$ cat src/rtl/stack_enc_pkg.sv
// stack_enc_pkg
// Shared definitions for the stack program encoder: the 4-bit instruction
// encodings ({opcode[2:0], mod}), the encoder FSM state type and the default
// word width.
package stack_enc_pkg;

  localparam int WORD_SIZE_DEF = 32;

  localparam logic [3:0] OP_SET1 = 4'h1;
  localparam logic [3:0] OP_INC  = 4'h3;
  localparam logic [3:0] OP_DUP  = 4'h6;
  localparam logic [3:0] OP_ADD  = 4'h9;
  localparam logic [3:0] OP_NOP  = 4'hC;
  localparam logic [3:0] OP_DONE = 4'hE;

  typedef enum logic [2:0] {
    ST_IDLE,
    ST_SEED,
    ST_DBL_DUP,
    ST_DBL_ADD,
    ST_INC,
    ST_FIN
  } state_t;

endpackage

$ cat src/rtl/stack_enc_msb_find.sv
// stack_enc_msb_find
// Combinational priority encoder: returns the index of the highest set bit.
// An all-zero input returns 0; the caller rejects zero targets separately.
// Ports:
//   value   in   WORD_SIZE  word to scan
//   msb_idx out  IDX_W      index of the most significant 1
module stack_enc_msb_find
  import stack_enc_pkg::*;
#(
  parameter int WORD_SIZE = WORD_SIZE_DEF,
  parameter int IDX_W     = $clog2(WORD_SIZE)
) (
  input  logic [WORD_SIZE-1:0] value,
  output logic [IDX_W-1:0]     msb_idx
);

  // Ascending scan: the last hit wins, so the highest set bit is reported.
  always_comb begin
    msb_idx = '0;
    for (int i = 0; i < WORD_SIZE; i++) begin
      if (value[i]) msb_idx = IDX_W'(i);
    end
  end

endmodule

$ cat src/rtl/stack_program_encoder.sv
// stack_program_encoder
// Turns a target word into the instruction stream that makes the downstream
// two-deep stack machine output that word. MSB-first double-and-add:
// SET1, then for every lower bit DUP, ADD+ and INC+ if the bit is set, then DONE.
// All outputs are registered; one instruction per cycle, no stalls.
// Optional feature: define STACK_ENC_INSN_COUNT_EN to add insn_count, the number
// of instructions emitted for the current/last program (DONE included).
// Ports:
//   clk          in   1          clock, all state on posedge
//   rst          in   1          synchronous active-high reset
//   req_valid    in   1          target presented
//   req_ready    out  1          idle, can accept (transfer = valid & ready)
//   req_target   in   WORD_SIZE  value the program must produce
//   instr        out  4          instruction to the stack machine (NOP when idle)
//   instr_valid  out  1          instr is a program instruction
//   prog_done    out  1          pulse in the cycle DONE is on instr
//   req_err      out  1          pulse: a zero target was rejected
//   insn_count   out  IDX_W+3    (STACK_ENC_INSN_COUNT_EN only) instruction count
//
// state      | meaning
// ST_IDLE    | waiting for a request, emitting NOP
// ST_SEED    | emitting SET1 (accumulator = 1 for the MSB)
// ST_DBL_DUP | emitting DUP, first half of doubling for bit b
// ST_DBL_ADD | emitting ADD+, doubling done; decide on INC for bit b
// ST_INC     | emitting INC+ because target[b] is 1
// ST_FIN     | emitting DONE with prog_done
module stack_program_encoder
  import stack_enc_pkg::*;
#(
  parameter int WORD_SIZE = WORD_SIZE_DEF
) (
  input  logic                 clk,
  input  logic                 rst,
  input  logic                 req_valid,
  output logic                 req_ready,
  input  logic [WORD_SIZE-1:0] req_target,
  output logic [3:0]           instr,
  output logic                 instr_valid,
  output logic                 prog_done,
`ifdef STACK_ENC_INSN_COUNT_EN
  output logic [$clog2(WORD_SIZE)+2:0] insn_count,
`endif
  output logic                 req_err
);

  localparam int IDX_W = $clog2(WORD_SIZE);

  state_t               state_q, state_d;
  logic [WORD_SIZE-1:0] target_q, target_d;
  logic [IDX_W-1:0]     b_q, b_d;
  logic [IDX_W-1:0]     msb_idx;
  logic                 accept;
  logic                 err_d;
  logic [3:0]           instr_d;

  stack_enc_msb_find #(
    .WORD_SIZE (WORD_SIZE),
    .IDX_W     (IDX_W)
  ) u_msb_find (
    .value   (req_target),
    .msb_idx (msb_idx)
  );

  always_ff @(posedge clk) begin
    if (rst) begin
      state_q     <= ST_IDLE;
      target_q    <= '0;
      b_q         <= '0;
      instr       <= OP_NOP;
      instr_valid <= 1'b0;
      prog_done   <= 1'b0;
      req_err     <= 1'b0;
      req_ready   <= 1'b1;
    end else begin
      state_q     <= state_d;
      target_q    <= target_d;
      b_q         <= b_d;
      instr       <= instr_d;
      instr_valid <= (state_d != ST_IDLE);
      prog_done   <= (state_d == ST_FIN);
      req_err     <= err_d;
      req_ready   <= (state_d == ST_IDLE);
    end
  end

  // Outputs are registered copies of what the next state emits, so the
  // instruction on the bus always matches the state the FSM is in.
  always_comb begin
    state_d  = state_q;
    target_d = target_q;
    b_d      = b_q;
    err_d    = 1'b0;
    accept   = 1'b0;
    case (state_q)
      ST_IDLE: begin
        if (req_valid) begin
          if (req_target != '0) begin
            accept   = 1'b1;
            target_d = req_target;
            b_d      = msb_idx;
            state_d  = ST_SEED;
          end else begin
            err_d = 1'b1;
          end
        end
      end
      ST_SEED, ST_INC: begin
        if (b_q == '0) begin
          state_d = ST_FIN;
        end else begin
          b_d     = b_q - IDX_W'(1);
          state_d = ST_DBL_DUP;
        end
      end
      ST_DBL_DUP: state_d = ST_DBL_ADD;
      ST_DBL_ADD: begin
        if (target_q[b_q]) begin
          state_d = ST_INC;
        end else if (b_q == '0) begin
          state_d = ST_FIN;
        end else begin
          b_d     = b_q - IDX_W'(1);
          state_d = ST_DBL_DUP;
        end
      end
      ST_FIN:  state_d = ST_IDLE;
      default: state_d = ST_IDLE;
    endcase

    case (state_d)
      ST_SEED:    instr_d = OP_SET1;
      ST_DBL_DUP: instr_d = OP_DUP;
      ST_DBL_ADD: instr_d = OP_ADD;
      ST_INC:     instr_d = OP_INC;
      ST_FIN:     instr_d = OP_DONE;
      default:    instr_d = OP_NOP;
    endcase
  end

`ifdef STACK_ENC_INSN_COUNT_EN
  // Counts every cycle spent outside IDLE, i.e. every emitted instruction;
  // it holds in IDLE until the next accept clears it.
  always_ff @(posedge clk) begin
    if (rst) begin
      insn_count <= '0;
    end else if (accept) begin
      insn_count <= '0;
    end else if (state_q != ST_IDLE) begin
      insn_count <= insn_count + 1'b1;
    end
  end
`endif

endmodule
$ cat config.mk
export PLATFORM = sky130hd
export DESIGN_NAME = stack_program_encoder
export DESIGN_NICKNAME = d
export VERILOG_FILES = /design/src/rtl/stack_enc_pkg.sv /design/src/rtl/stack_enc_msb_find.sv /design/src/rtl/stack_program_encoder.sv
export SDC_FILE = /design/constraint.sdc
export NUM_CORES = 1
export LEC_CHECK = 0
export CAP_MARGIN = 25
export CORE_MARGIN = 2
export CORE_UTILIZATION = 57
export DETAILED_ROUTE_END_ITERATION = 10
export GPL_ROUTABILITY_DRIVEN = 1
export PLACE_DENSITY_LB_ADDON = 0.2
export SLEW_MARGIN = 20
export SYNTH_ARGS = -nofsm -noshare
export SYNTH_HDL_FRONTEND = slang
export SYNTH_SLANG_ARGS = --single-unit
$ cat constraint.sdc
create_clock -name clk -period 6.6 [get_ports clk]
set_input_delay 0.66 -clock clk [delete_from_list [all_inputs] [get_ports clk]]
set_output_delay 0.66 -clock clk [all_outputs]
set_load 0.005 [all_outputs]
==> results.cfg <==
[power]
p_leak_nw = 1.300
peakVddDrop_mv = 0.1999
switchingPower_mw = 0.4407
p_clk_frac = 0.188
share_comb_of_total_power = 0.431
pwr-share-seq = 0.381
intPower_mw = 0.7484
switching_share = 0.3706
cellPowerDensity_nw_per_um2 = 376.1

[place]
place.gp.congestion = 0.9016
post_dp_cell_area_um2 = 3040
pre_cts_slack_ns = 2.770
placed_cells = 372
hpwl_um = 4508
io_buffers = 42

[grt]
grtUsageMet2 = 0.4866
met3_usage = 0.05345
grt_pass1_vias = 2359
grt_pass1_wl_um = 10920
grt.met1_usage = 0.3268
grt-busiest-layer = met2
grt_overflow = 0
antenna_found_initial = 0
grt_max_degree = 48
grtUsageTotal = 0.2733

[yosys]
synth_compound_area_frac = 0.1582
ys_ff_latch = 48
synth_top_family_by_area = multiplexers
synth.area.mux_share = 0.2058
async_flop_share = 0
ys_seq_area_frac = 0.3659
yosys_warnings = 0
synth_cell_types = 51
syn_inst = 290
synth_xor_area_frac = 0.006670
synth_area_um2 = 2626
synth-edff-count = 0
syn_nets = 327
synthSimpleGateAreaFrac = 0.1953
synth_fa_ha_area_frac = 0.009528
syn_avg_cell_area_um2 = 9.056
synth_ff_type = dfxtp_1

[routing]
ant_nets = 0
route.detailed.wl_per_inst_um = 16.77
viasPerCell = 6.063
num_vias = 2304
drt-total-wl_um = 6373
drtIter0Drc = 147
route.detailed.drc = 0
firstDrtPassIters = 4

[die]
core_um2 = 4384
die_h_um = 71.88
io_pins = 43
rows = 24
die_w_um = 71.88
die-area_um2 = 5167
initial_core_util = 0.5990

[timing]
relSlewSlack = 0.3723
setup_tns_ns = 0
grt_setup_unrepaired = false
worst_slew_pin_slew_ns = 0.9403
finalHoldViolations = 0
setup_viol_count_final = 0
max_freq_ghz = 0.2821
worst_slack_ns = 3.055
drv_slew = 0
min_period_ns = 3.545
fin_crit_sh = 0.5371
finalClockSkew_ns = 0.01004

[clock_tree]
cts_tree = yes
clock_sinks = 48
clk_latency_ns = 0.31
cts_hold_buf = 0
cts_buffers = 5
clock_tree.root_cell = clkbuf_8
h-tree-depth = 2
cts-resized-gates = 0
path_clk_slew_ns = 0.09
post_cts_buffers = 0
clock_path_buffers = 2

[worst_setup_path]
path_max_fanout = 16
endpoint = b_q[1]$_SDFFE_PP0P_
crit_cells = 8
r2r_setup_slack_ns = 3.71
crit_start = req_target[19]
crit_type = in -> reg
reg2reg_depth = 6
arrival_ns = 3.76
path_cells = clkdlybuf4s50_1 > or4_1 > or3_4 > o31ai_4 > buf_4 > nand2_2 > a211o_1 > o41ai_1
critPathCaptureType = flip-flop
critPathLaunchType = input port
crit_family = simple AND/OR/NAND/NOR gates
cp_num_buf_inv = 2
required_ns = 6.81
max_stage_delay_ns = 0.73
crit_path_top_delay_cell = o31ai_4
worst_r2r_endpoint = b_q[2]$_SDFFE_PP0P_
regToRegStartpoint = b_q[1]$_SDFFE_PP0P_

[final_layout]
drive_gt1_frac = 0.09451
fillCellCount = 375
seq_area_um2 = 960.9
final_cells = 380
multi_input_area_um2 = 1511
finalInstanceArea_um2 = 3162
synthToLayoutAreaGrowth_pct = 20.39
fin_nets = 364
utilization = 0.7212
diodes = 0

[hold_path]
hp-class = reg -> reg
holdPathStages = 2

[job]
maxCapViolCount = 0

[outcome]
status = complete, no violations
## how the worst min path moves through the flow
stage	start	endpoint	slack, ns
after floorplan	target_q[6]$_SDFFE_PP0P_	target_q[6]$_SDFFE_PP0P_	0.45
after global placement	target_q[10]$_SDFFE_PP0P_	target_q[10]$_SDFFE_PP0P_	0.46
after detailed placement	target_q[6]$_SDFFE_PP0P_	target_q[6]$_SDFFE_PP0P_	0.47
after CTS	target_q[6]$_SDFFE_PP0P_	target_q[6]$_SDFFE_PP0P_	0.49
after global routing	target_q[20]$_SDFFE_PP0P_	target_q[20]$_SDFFE_PP0P_	0.54
final	target_q[6]$_SDFFE_PP0P_	target_q[6]$_SDFFE_PP0P_	0.49
## final cells by class
cell class	instances	area share
multi-input combinational	212	0.4780
sequential	48	0.3039
timing repair buffer	46	0.1425
clock buffer	6	0.02612
tap	52	0.02058
inverter	14	0.01662
clock inverter	2	0.01227
## per-layer routing
metal | share of wire | routed length [um]
met2 | 0.49 | 3131
met1 | 0.44 | 2808
met3 | 0.046 | 291
met5 | 0 | 0
met4 | 0.022 | 141
## layout by cell type (no fill, tap or decap), types with 3 or more instances in the layout
cell / instances
nor2_1: 48
dfxtp_1: 48
clkdlybuf4s50_1: 42
mux2i_1: 36
a21oi_1: 16
inv_1: 13
nor4_1: 10
nand2b_1: 7
nand2_1: 7
a211oi_1: 6
clkbuf_8: 6
nand3_1: 5
o21ai_0: 5
mux4_2: 4
mux2_1: 4
mux2_2: 4
and2_1: 4
o31ai_1: 4
nor3_1: 4
or3_1: 4
buf_4: 4
a31oi_1: 3
a211o_1: 3
or2_2: 3
nor2b_1: 3
## power by group through the flow
| stage | sequential (mW) | clock [mW] | combinational, mW |
|---|---|---|---|
| 6_report | 0.453 | 0.223 | 0.513 |
| 5_1_grt | 0.462 | 0.239 | 0.575 |
| 4_1_cts | 0.453 | 0.226 | 0.513 |
| 3_5_place_dp | 0.459 | 0 | 0.507 |
| 3_3_place_gp | 0.454 | 0 | 0.491 |
| 2_1_floorplan | 0.407 | 0 | 0.422 |
## metrics by stage
stage	hold slack [ns]	power [mW]
final	0.4919	1.189
after CTS	0.4928	1.191
after global routing	0.5425	1.277
after floorplan	0.4488	0.8289
after detailed placement	0.4729	0.9659
after global placement	0.4601	0.9449
## worst register-to-register path, stage by stage, from the launching register on
cell	delay [ns]
dfxtp_1	0.95
mux2_1	0.39
mux4_2	0.51
a211o_1	0.36
nand4_1	0.27
a31oi_1	0.13
a211oi_1	0.21
## registers in the layout (all words and copies together) (netlist names)
register / cells
target_q: 32
b_q: 5
instr: 4
state_q: 3
instr_valid: 1
prog_done: 1
req_err: 1
req_ready: 1
## logic make-up (layout without fill, tap and decap cells)
| kind of cell | Yosys count | count (layout) |
|---|---|---|
| AND/OR/NAND/NOR | 103 | 103 |
| AO/OA/AOI/OAI | 57 | 57 |
| multiplexers | 48 | 48 |
| flip-flops | 48 | 48 |
| buffers and inverters | 30 | 68 |
| adder cells (fa/ha/maj) | 2 | 2 |
| XOR/XNOR | 2 | 2 |
## Yosys cell counts (4+ instances only)
cell	number	share of area
nand3_1	5	0.0095
nand2_1	7	0.010
o21ai_0	5	0.0095
and2_1	4	0.0095
a21oi_1	16	0.030
a211oi_1	6	0.017
nand2b_1	7	0.017
mux2i_1	36	0.14
o31ai_1	4	0.011
mux2_2	4	0.017
clkbuf_1	8	0.011
nor3_1	4	0.0076
mux2_1	4	0.017
dfxtp_1	48	0.37
nor2_1	48	0.069
nor4_1	10	0.024
or3_1	4	0.0095
mux4_2	4	0.034
inv_1	13	0.019
Power figures use the tool's default switching activity.
